<file path="src/rtl/imem_loader.sv">
// imem_loader
// Writer side of the instruction memory. A framed byte stream arrives over a
// valid/ready handshake. Each frame is:
//   HDR_BYTE, N[7:0], N[15:8], then 4*N data bytes.
// The data bytes are assembled into little-endian 32-bit words. Word i is written
// to BASE_ADDR + 4*i. The CPU is held in reset until a complete image has landed.
//
// Optional feature (macro IMEM_LOADER_CHECKSUM_EN):
//   A single checksum byte follows the data. It must equal the XOR of all data bytes.
//   A mismatch raises error and keeps the CPU held.
//
// Ports:
//   clk      : system clock, rising edge
//   rst      : synchronous active-high reset
//   in_valid : byte-stream valid
//   in_data  : byte-stream data
//   in_ready : byte accepted when in_valid && in_ready (registered)
//   wr_valid : write request to instruction memory
//   wr_ready : memory accepts the write when wr_valid && wr_ready
//   wr_addr  : byte address of the write
//   wr_data  : instruction word
//   cpu_hold : hold the CPU/PC in reset while high
//   done     : one-cycle pulse on successful load
//   error    : sticky frame error flag, cleared by the next header
module imem_loader #(
    parameter logic [31:0] BASE_ADDR = 32'h0000_0000,
    parameter int unsigned MAX_WORDS = 1024,
    parameter logic [7:0]  HDR_BYTE  = 8'hA5
) (
    input  logic        clk,
    input  logic        rst,
    input  logic        in_valid,
    input  logic [7:0]  in_data,
    output logic        in_ready,
    output logic        wr_valid,
    input  logic        wr_ready,
    output logic [31:0] wr_addr,
    output logic [31:0] wr_data,
    output logic        cpu_hold,
    output logic        done,
    output logic        error
);

    localparam logic [2:0] IDLE = 3'd0;
    localparam logic [2:0] LEN0 = 3'd1;
    localparam logic [2:0] LEN1 = 3'd2;
    localparam logic [2:0] DATA = 3'd3;
    localparam logic [2:0] DONE = 3'd5;
`ifdef IMEM_LOADER_CHECKSUM_EN
    localparam logic [2:0] CHK    = 3'd4;
    localparam logic [2:0] FINISH = CHK;
`else
    localparam logic [2:0] FINISH = DONE;
`endif

    localparam logic [15:0] MAX_N = 16'(MAX_WORDS);

    logic [2:0]  state, state_n;
    logic [15:0] len, len_n;
    logic [15:0] word_cnt, word_cnt_n;
    logic [1:0]  byte_cnt, byte_cnt_n;
    logic [23:0] asm_q, asm_n;
    logic        in_ready_n, wr_valid_n, cpu_hold_n, done_n, error_n;
    logic [31:0] wr_addr_n, wr_data_n;
    logic [15:0] n_full;
    logic        accept;
`ifdef IMEM_LOADER_CHECKSUM_EN
    logic [7:0]  csum, csum_n;
`endif

    assign accept = in_valid && in_ready;

    // Next-state logic. in_ready is registered, so it is derived from the next
    // state and next wr_valid. It therefore drops in the same edge that raises wr_valid.
    // This guarantees no byte arrives while a write is pending.
    always_comb begin
        state_n    = state;
        len_n      = len;
        word_cnt_n = word_cnt;
        byte_cnt_n = byte_cnt;
        asm_n      = asm_q;
        wr_valid_n = wr_valid;
        wr_addr_n  = wr_addr;
        wr_data_n  = wr_data;
        cpu_hold_n = cpu_hold;
        done_n     = 1'b0;
        error_n    = error;
        n_full     = {in_data, len[7:0]};
`ifdef IMEM_LOADER_CHECKSUM_EN
        csum_n     = csum;
`endif
        case (state)
            IDLE: begin
                if (accept && in_data == HDR_BYTE) begin
                    state_n    = LEN0;
                    cpu_hold_n = 1'b1;
                    error_n    = 1'b0;
                    wr_addr_n  = BASE_ADDR;
                    word_cnt_n = 16'd0;
                    byte_cnt_n = 2'd0;
`ifdef IMEM_LOADER_CHECKSUM_EN
                    csum_n     = 8'd0;
`endif
                end
            end
            LEN0: begin
                if (accept) begin
                    len_n[7:0] = in_data;
                    state_n    = LEN1;
                end
            end
            LEN1: begin
                if (accept) begin
                    len_n = n_full;
                    if (n_full > MAX_N) begin
                        error_n = 1'b1;
                        state_n = IDLE;
                    end else if (n_full == 16'd0) begin
                        state_n = FINISH;
                    end else begin
                        state_n = DATA;
                    end
                end
            end
            DATA: begin
                if (wr_valid) begin
                    if (wr_ready) begin
                        wr_valid_n = 1'b0;
                        wr_addr_n  = wr_addr + 32'd4;
                        word_cnt_n = word_cnt + 16'd1;
                        if (word_cnt + 16'd1 == len) begin
                            state_n = FINISH;
                        end
                    end
                end else if (accept) begin
`ifdef IMEM_LOADER_CHECKSUM_EN
                    csum_n = csum ^ in_data;
`endif
                    case (byte_cnt)
                        2'd0:    asm_n[7:0]   = in_data;
                        2'd1:    asm_n[15:8]  = in_data;
                        2'd2:    asm_n[23:16] = in_data;
                        default: begin
                            wr_data_n  = {in_data, asm_q};
                            wr_valid_n = 1'b1;
                        end
                    endcase
                    byte_cnt_n = byte_cnt + 2'd1;
                end
            end
`ifdef IMEM_LOADER_CHECKSUM_EN
            CHK: begin
                if (accept) begin
                    if (in_data == csum) begin
                        state_n = DONE;
                    end else begin
                        error_n = 1'b1;
                        state_n = IDLE;
                    end
                end
            end
`endif
            DONE: begin
                state_n = IDLE;
            end
            default: begin
                state_n = IDLE;
            end
        endcase

        // done and the CPU release are registered on entry to DONE.
        // This way they are both visible during the single DONE cycle.
        if (state_n == DONE && state != DONE) begin
            done_n     = 1'b1;
            cpu_hold_n = 1'b0;
        end
        in_ready_n = (state_n != DONE) && !wr_valid_n;
    end

    // State and output registers; reset abandons any pending write and re-holds the CPU.
    always_ff @(posedge clk) begin
        if (rst) begin
            state    <= IDLE;
            len      <= 16'd0;
            word_cnt <= 16'd0;
            byte_cnt <= 2'd0;
            asm_q    <= 24'd0;
            in_ready <= 1'b0;
            wr_valid <= 1'b0;
            wr_addr  <= BASE_ADDR;
            wr_data  <= 32'd0;
            cpu_hold <= 1'b1;
            done     <= 1'b0;
            error    <= 1'b0;
`ifdef IMEM_LOADER_CHECKSUM_EN
            csum     <= 8'd0;
`endif
        end else begin
            state    <= state_n;
            len      <= len_n;
            word_cnt <= word_cnt_n;
            byte_cnt <= byte_cnt_n;
            asm_q    <= asm_n;
            in_ready <= in_ready_n;
            wr_valid <= wr_valid_n;
            wr_addr  <= wr_addr_n;
            wr_data  <= wr_data_n;
            cpu_hold <= cpu_hold_n;
            done     <= done_n;
            error    <= error_n;
`ifdef IMEM_LOADER_CHECKSUM_EN
            csum     <= csum_n;
`endif
        end
    end

endmodule

</file>
<file path="config.mk">
export PLATFORM = sky130hd
export DESIGN_NAME = imem_loader
export DESIGN_NICKNAME = d
export VERILOG_FILES = /design/src/rtl/imem_loader.sv
export SDC_FILE = /design/constraint.sdc
export NUM_CORES = 1
export LEC_CHECK = 0
export ABC_AREA = 1
export CAP_MARGIN = 15
export CORE_MARGIN = 2
export CORE_UTILIZATION = 55
export DETAILED_ROUTE_END_ITERATION = 10
export GPL_TIMING_DRIVEN = 0
export HOLD_SLACK_MARGIN = 0.03
export PLACE_DENSITY = 0.88
export SLEW_MARGIN = 20
export SYNTH_ARGS = -nofsm -noshare
export SYNTH_HDL_FRONTEND = slang
export SYNTH_SLANG_ARGS = --single-unit
</file>
<file path="constraint.sdc">
create_clock -name clk -period 2.7 [get_ports clk]
set_input_delay 0.27 -clock clk [delete_from_list [all_inputs] [get_ports clk]]
set_output_delay 0.27 -clock clk [all_outputs]
set_load 0.1 [all_outputs]
</file>
# Word level (Yosys, flattened, before mapping)
# Index checks and enable logic that the tools add are counted.
[word_totals]
reg_bits = 130
inputBits = 12
output_inout_bits = 69
word_cells = 98
[classes]
addsub = 3
magnitude_cmp = 1
n_eq_ne = 17
n_mux = 36
bitwise_logic = 3
n_reduce_logical = 23
[op_table]
columns = ["op", "n"]
rows = [
  ["32-bit two-way mux", 3],
  ["32-bit case mux with 2 select lines", 1],
  ["16-bit two-way mux", 3],
  ["32-bit by 3-bit adder with 32-bit output, second input constant", 1],
  ["16-bit case mux with 2 select lines", 1],
  ["4-bit AND reduction", 7],
  ["3-bit two-way mux", 8],
  ["16-bit by 1-bit adder with 16-bit output, second input constant", 1],
  ["16-bit equality test", 1],
  ["16-bit by 11-bit greater-than comparator with 1-bit output, second input constant", 1],
  ["16-bit zero test", 1],
  ["8-bit case mux with 2 select lines", 1],
  ["2-bit != test, second input constant", 7],
  ["1-bit two-way mux", 12],
  ["3-bit case mux with 4 select lines", 1],
  ["8-bit equality test, second input constant", 1],
  ["8-bit two-way mux", 1],
  ["2-bit nonzero test", 4],
  ["3-bit by 2-bit equality test with 1-bit output, second input constant", 2],
  ["2-bit two-way mux", 3],
  ["3-bit != test, second input constant", 2],
  ["1-bit logical AND", 4],
  ["2-bit case mux with 2 select lines", 1],
  ["2-bit AND reduction", 2],
  ["other kinds (12)", 14],
]

# Logic depth before layout (Yosys ltp)
# Gate-level depths: netlist (run 1).
[depth]
word_depth = 10
depth_mapped = 14
mapped_depth_nobuf = 14

# Least setup slack after synthesis (run 1)
# Ideal clock, no wire load.
[synth_path]
path_kind = "register to register"
from = "register in_ready"
to = "register wr_addr[17]"
setup_time_ns = 0.125
arrival_ns = 2.431
required_time_ns = 2.575
slack_ns = 0.145
stages_incl_launch_ff = 11
path_buffers = 0
synth_period_minus_slack_ns = 2.555
cell_sequence = "dfxtp_1 > nand2_1 > inv_1 > nand4_1 > nand3b_2 > nand2_4 > nand3_2 > nor2_4 > nand3_1 > o21ai_0 > a21oi_1"
[synth_between]
elab_chain_len = 4
[synth_lines]
columns = ["element", "line", "source"]
rows = [
  ["from (decl)", "34", "output logic in_ready,"],
  ["from (signal assigned)", "204", "in_ready <= in_ready_n;"],
  ["1-bit logical AND", "71", "assign accept = in_valid && in_ready;"],
  ["1-bit logical AND", "94", "if (accept && in_data == HDR_BYTE) begin"],
  ["2-bit != test (no source line)", "n/a", ""],
  ["4-bit AND reduction (no source line)", "n/a", ""],
  ["to (signal assigned)", "206", "wr_addr <= wr_addr_n;"],
  ["to (decl)", "37", "output logic [31:0] wr_addr,"],
]
# Every way passes these cells.
# A chain may end at the register's enable or synchronous reset.

# Worst setup path after layout (run 1)
[layout_path]
from = "register wr_addr[23]"
to = "output port wr_addr[23]"
# No word-level cell between the ends.

==> results.py, run 1 <==
metrics = {
    "outcome": {
        "status": "finished, final reports clean",
    },
    "route": {
        "viasPerCell": 5.69,
        "wl_per_cell_um": 15.0,
        "drt_iter0_drc": 495,
        "ant_nets": 0,
        "drc": 0,
        "wirelength_um": 17400,
        "firstDrtPassIters": 6,
        "vias": 6603,
    },
    "placed_design": {
        "portBuffers": 75,
        "dp_slack_ns": 0.359,
        "gp_congestion": 0.942,
        "post-dp-hpwl_um": 12200,
    },
    "timing": {
        "post-route-period-util": 0.890,
        "fmax_mhz": 416,
        "finalCriticalPeriod_ns": 2.40,
        "setup-tns-final_ns": 0,
        "timing.hold.ws_ns": 0.230,
        "rsz0062_at_grt": "false",
        "finalClockSkew_ns": 0.00820,
        "hold_viol_final": 0,
        "setup_viol": 0,
        "tightest_slew_ns": 1.02,
        "maxSlewViolCount": 0,
        "relSlewSlack": 0.318,
        "setup_ws_ns": 0.297,
    },
    "synthesis": {
        "yosysSeqAreaShare": 0.408,
        "synth_warnings": 0,
        "async_flop_share": 0,
        "ys_ff_latch": 128,
        "synth_area_leaders": "dfxtp_1 (41%), nand2_1 (12%), a21oi_1 (9.0%), nand3_1 (7.1%), inv_1 (5.4%)",
        "synth_common_cells": "nand2_1 (203), dfxtp_1 (128), a21oi_1 (113)",
        "synth_flop_cell": "dfxtp_1",
        "synth_edf_count": 0,
        "synth_cell_types": 42,
        "synth_most_common_cell": "nand2_1",
        "postSynthAreaPerCell_um2": 6.91,
        "syn_area_mm2": 0.00628,
        "synth_top_area_frac": 0.408,
        "postSynthCellCount": 909,
        "yosys.area.top_type": "dfxtp_1",
    },
    "power_and_ir_drop": {
        "power.density_mw_per_mm2": 545,
        "net-switching-power_w": 0.00102,
        "p_sw_frac": 0.240,
        "power.leakage_nw": 2.88,
        "combPwrFrac": 0.028,
        "sequentialPowerShare": 0.445,
        "internal_power_w": 0.00322,
        "ir_drop_v": 0.000555,
        "p_clk_frac": 0.527,
        "p_total_w": 0.00425,
    },
    "die": {
        "rows": 39,
        "fp.dieW_um": 111,
        "coreArea_mm2": 0.0113,
        "die_area_mm2": 0.0123,
        "start_util": 0.557,
        "die_h_um": 111,
        "io_pins": 81,
    },
    "setup_path": {
        "crit_type": "reg -> out",
        "cp.depth": 1,
        "r2r-start": "word_cnt[0]$_SDFFE_PP0P_",
        "crit_end": "wr_addr[23]",
        "critPathLaunch": "wr_addr[23]$_SDFFE_PP0P_",
        "worst-path-buf-inv": 1,
        "crit_chain": "clkdlybuf4s50_1",
        "worst-endpoint-arrival_ns": 2.13,
        "cp-end-kind": "output pin",
        "rrSetupSlack_ns": 0.42,
        "crit_fanout": 6,
        "crit_slowest_cell": "clkdlybuf4s50_1",
        "cp.required_ns": 2.43,
        "slowest_delay_ns": 1.20,
        "cp-start-kind": "register",
        "r2r-end": "cpu_hold$_SDFFE_PP1P_",
        "r2r_cells": 12,
        "crit_family": "buffers and inverters",
    },
    "cts": {
        "clockRootBuffer": "clkbuf_16",
        "cts.repair.resized": 0,
        "cts_hold_buf": 0,
        "numClockSinks": 128,
        "cts_buffers": 17,
        "clkTransAtPathRegs_ns": 0.06,
        "cts.htree.levels": 4,
        "clk_latency_ns": 0.43,
        "cts_tree": "built",
        "cts_setup_buffers": 0,
        "clk_path_buf_depth": 2,
    },
    "run": {
        "maxCapViolCount": 0,
    },
    "grt": {
        "grt_pass1_wl_um": 28700,
        "gr-total-overflow": 0,
        "antenna_found_initial": 0,
        "grt_max_degree": 17,
        "grt_pass1_vias": 6111,
        "grt.total_usage": 0.284,
    },
    "cells_and_area": {
        "area.growth.synth_to_final_pct": 24.0,
        "fin_nets": 1022,
        "layout-drive-gt1-share": 0.0816,
        "antenna_cells": 0,
    },
    "min_path": {
        "min_path_type": "in -> reg",
    },
}
-- routing by layer --
layer / track usage / up-vias / share of wire
li1: - / 3209 / -
met1: 0.352 / 3009 / 0.41
met2: 0.474 / 330 / 0.47
met3: 0.0744 / 55 / 0.090
met4: 0.113 / 0 / 0.026
met5: 0 / - / 0
-- how the worst min path moves through the flow --
stage | end | from | cells past startpoint
2_1_floorplan | wr_data[24]$_SDFFE_PP0P_ | in_data[0] | 2
3_3_place_gp | wr_data[21]$_SDFFE_PP0P_ | wr_data[21]$_SDFFE_PP0P_ | 2
3_5_place_dp | wr_data[14]$_SDFFE_PP0P_ | wr_data[14]$_SDFFE_PP0P_ | 2
4_1_cts | wr_data[31]$_SDFFE_PP0P_ | in_data[7] | 3
5_1_grt | wr_data[31]$_SDFFE_PP0P_ | in_data[7] | 3
6_report | wr_data[31]$_SDFFE_PP0P_ | in_data[7] | 3
-- layout by cell type (no fill, tap or decap), drive strengths merged --
| cell type | n |
|---|---|
| clkdlybuf4s50 | 75 |
| clkbuf | 41 |
| xnor2 | 2 |
| and3 | 1 |
| o21ai | 56 |
| xor2 | 8 |
| a2bb2oi | 1 |
| inv | 102 |
| buf | 18 |
| or2 | 1 |
| a31oi | 3 |
| o21a | 1 |
| a211oi | 3 |
| xnor3 | 1 |
| clkinvlp | 4 |
| a21o | 4 |
| ha | 6 |
| nor3 | 23 |
| nor2 | 81 |
| nand2 | 208 |
| clkinv | 4 |
| nand4 | 26 |
| o21bai | 2 |
| conb | 2 |
| nand3b | 3 |
| dfxtp | 128 |
| nand3 | 94 |
| nor4 | 5 |
| a21oi | 113 |
| bufinv | 1 |
-- metrics by stage --
step | util | cells | area, µm²
finish | 0.691 | 1160 | 7790
global route | 0.691 | 1160 | 7790
CTS | 0.691 | 1160 | 7790
detailed placement | 0.640 | 1128 | 7220
global placement | 0.640 | 1128 | 7220
floorplan | - | 910 | 6290
-- cells by family (layout without fill, tap and decap cells) --
group,count (synthesis),in the layout,share of synthesized area
buffers and inverters,138,245,0.0882
AOI/OAI and AO/OA,183,183,0.152
and+or+nand+nor,442,442,0.321
xor gates and xnor gates,11,11,0.0175
DFF,128,128,0.408
other,1,2,0.000597
adders and majority gates,6,6,0.0119
-- state kept, by name (all words and copies together) (netlist names) --
| signal | flops |
|---|---|
| asm_q | 24 |
| byte_cnt | 2 |
| cpu_hold | 1 |
| done | 1 |
| error | 1 |
| in_ready | 1 |
| len | 16 |
| state | 3 |
| word_cnt | 16 |
| wr_addr | 30 |
| wr_data | 32 |
| wr_valid | 1 |
-- worst min-delay path, stage by stage --
cell and delay [ns]:
buf_2 0.17, nand3_1 0.10, a21oi_1 0.06
-- area by class of cell --
class | count | area, µm²
Buffer | 40 | 185
Clock buffer | 19 | 443
Clock inverter | 13 | 129
Fill cell | 903 | 3480
Inverter | 98 | 369
Multi-Input combinational cell | 644 | 3170
Sequential cell | 128 | 2560
Tap cell | 143 | 179
Timing Repair Buffer | 75 | 751
-- power groups by stage --
stage	Combinational, W	Sequential (W)	Clock (W)
after floorplan	0.0000648	0.00194	0
after detailed placement	0.000116	0.00193	0
after global placement	0.000115	0.00193	0
after CTS	0.000118	0.00189	0.00222
after global routing	0.000127	0.00189	0.00231
final	0.000120	0.00189	0.00224
(Power assumes the default switching activity.)
==> run 2: changes to the inputs <==
Settings changed: CTS_CLUSTER_DIAMETER set to 120, SLEW_MARGIN 20 to 40.
==> run 2 against run 1 <==
  * Design area fell by 4.1%
  * Clock power rose by 2%
  * Flip-flop and latch count did not move
  * Maximum frequency rose by 5.9%
  * Combinational power barely moved
  * Final cell count did not move
  * Total power rose by 0.97%
  * Sequential power barely moved
==> results.py, run 2 (synthesized netlist as in run 1, its figures left out) <==
metrics = {
    "grt": {
        "grt_pass1_wl_um": 28400,
        "grt.total_usage": 0.280,
        "antenna_found_initial": 0,
        "grt_pass1_vias": 6078,
        "grt_max_degree": 17,
        "gr-total-overflow": 0,
    },
    "cells_and_area": {
        "top_regs": "wr_data x32, wr_addr x30, asm_q x24",
        "antenna_cells": 0,
        "fin_nets": 1022,
        "layout-drive-gt1-share": 0.148,
        "layout_commonest_cell": "nand2_1",
        "largest_reg_flops": 32,
        "top_register": "wr_data",
        "layout_common_cells": "nand2_1 (203), dfxtp_1 (128), a21oi_1 (113)",
        "area.growth.synth_to_final_pct": 18.8,
    },
    "timing": {
        "finalCriticalPeriod_ns": 2.27,
        "maxSlewViolCount": 0,
        "post-route-period-util": 0.840,
        "tightest_slew_ns": 0.597,
        "setup_viol": 0,
        "setup-tns-final_ns": 0,
        "fmax_mhz": 441,
        "hold_viol_final": 0,
        "setup_ws_ns": 0.431,
        "rsz0062_at_grt": "false",
        "relSlewSlack": 0.602,
        "finalClockSkew_ns": 0.00796,
    },
    "die": {
        "start_util": 0.557,
        "die_area_mm2": 0.0123,
        "io_pins": 81,
        "coreArea_mm2": 0.0113,
        "fp.dieW_um": 111,
        "rows": 39,
        "die_h_um": 111,
    },
    "placed_design": {
        "gp_congestion": 0.942,
        "dp_slack_ns": 0.362,
        "portBuffers": 75,
        "post-dp-hpwl_um": 12100,
    },
    "route": {
        "wirelength_um": 17200,
        "vias": 6546,
        "viasPerCell": 5.64,
        "drt_iter0_drc": 622,
        "wl_per_cell_um": 14.8,
        "ant_nets": 0,
        "drc": 0,
        "firstDrtPassIters": 7,
    },
    "setup_path": {
        "cp-end-kind": "register",
        "cp.required_ns": 3.01,
        "cp-start-kind": "register",
        "r2r-start": "word_cnt[0]$_SDFFE_PP0P_",
        "r2r_cells": 12,
        "worst-endpoint-arrival_ns": 2.58,
        "r2r-end": "cpu_hold$_SDFFE_PP1P_",
        "rrSetupSlack_ns": 0.43,
        "crit_type": "reg -> reg",
        "crit_fanout": 9,
    },
    "cts": {
        "cts_tree": "built",
        "clkTransAtPathRegs_ns": 0.06,
        "cts.repair.resized": 0,
        "numClockSinks": 128,
        "clk_path_buf_depth": 2,
        "clockRootBuffer": "clkbuf_16",
        "cts_setup_buffers": 0,
        "clk_latency_ns": 0.43,
        "cts.htree.levels": 4,
        "cts_hold_buf": 0,
        "cts_buffers": 17,
    },
    "power_and_ir_drop": {
        "ir_drop_v": 0.000460,
        "power.density_mw_per_mm2": 574,
        "power.leakage_nw": 3.04,
    },
    "min_path": {
        "hold_depth": 3,
        "hold-path-endpoint": "wr_data[31]$_SDFFE_PP0P_",
        "holdCritStartpoint": "in_data[7]",
        "min_path_type": "in -> reg",
    },
    "outcome": {
        "status": "finished, final reports clean",
    },
    "run": {
        "maxCapViolCount": 0,
    },
}
run 2: cell types whose count changed in the layout (fill, tap and decap cells not counted):
cell,before,now
inv_6,4,5
buf_2,13,80
clkinv_4,2,3
clkbuf_1,23,22
inv_8,1,3
clkinvlp_4,4,1
clkdlybuf4s50_1,75,8
run 2: how the worst max path moves through the flow:
stage,endpoint,from,slack [ns],cells past startpoint
2_1_floorplan,wr_addr[17]$_SDFFE_PP0P_,in_ready$_SDFF_PP0_,0.14,10
4_1_cts,done$_SDFF_PP0_,word_cnt[0]$_SDFFE_PP0P_,0.50,11
3_3_place_gp,wr_addr[17]$_SDFFE_PP0P_,in_data[1],0.37,10
3_5_place_dp,wr_addr[17]$_SDFFE_PP0P_,in_data[2],0.36,12
6_report,cpu_hold$_SDFFE_PP1P_,word_cnt[0]$_SDFFE_PP0P_,0.43,12
5_1_grt,cpu_hold$_SDFFE_PP1P_,word_cnt[0]$_SDFFE_PP0P_,0.31,12
run 2: worst max-delay path: stages (launching register included):
cell and delay, ns:
dfxtp_1 0.50, ha_1 0.31, nand3_2 0.15, nor2_4 0.22, nand4_1 0.16, nand3_1 0.12, nand2_1 0.06, nor2_1 0.12
nand2_1 0.11, nor2_2 0.13, nand3_2 0.10, nand2_1 0.11, o21bai_1 0.07
run 2: area by class of cell:
cell class	count	area (µm²)
repair buffers	75	415
plain buffers	40	185
well taps	143	179
multi-input cells	644	3170
clock buffers	18	439
flip-flops and latches	128	2560
fillers	964	3810
clock inverters	14	146
inverters	98	369
run 2: per-layer routing:
layer | track usage | wire length, µm | up-vias
li1 | - | - | 3205
met1 | 0.344 | 7010 | 2986
met2 | 0.473 | 8110 | 313
met3 | 0.0744 | 1630 | 42
met4 | 0.101 | 408 | 0
met5 | 0 | 0 | -
run 2: metrics by stage:
stage	utilization	instances	total power (W)	cell area (µm²)	hold WS, ns
2_1_floorplan	-	910	0.00200	6290	0.438
4_1_cts	0.662	1160	0.00429	7470	0.208
3_3_place_gp	0.640	1128	0.00205	7220	0.449
5_1_grt	0.662	1160	0.00440	7470	0.242
3_5_place_dp	0.610	1128	0.00205	6880	0.453
6_report	0.662	1160	0.00429	7470	0.222
run 2: power breakdown:
part           total, W  leakage (nW)  switching, W  internal [W]
clock network   0.00228         0.288      0.000955       0.00132
logic          0.000117          1.72     0.0000897     0.0000277
registers       0.00189          1.03   0.000000698       0.00189
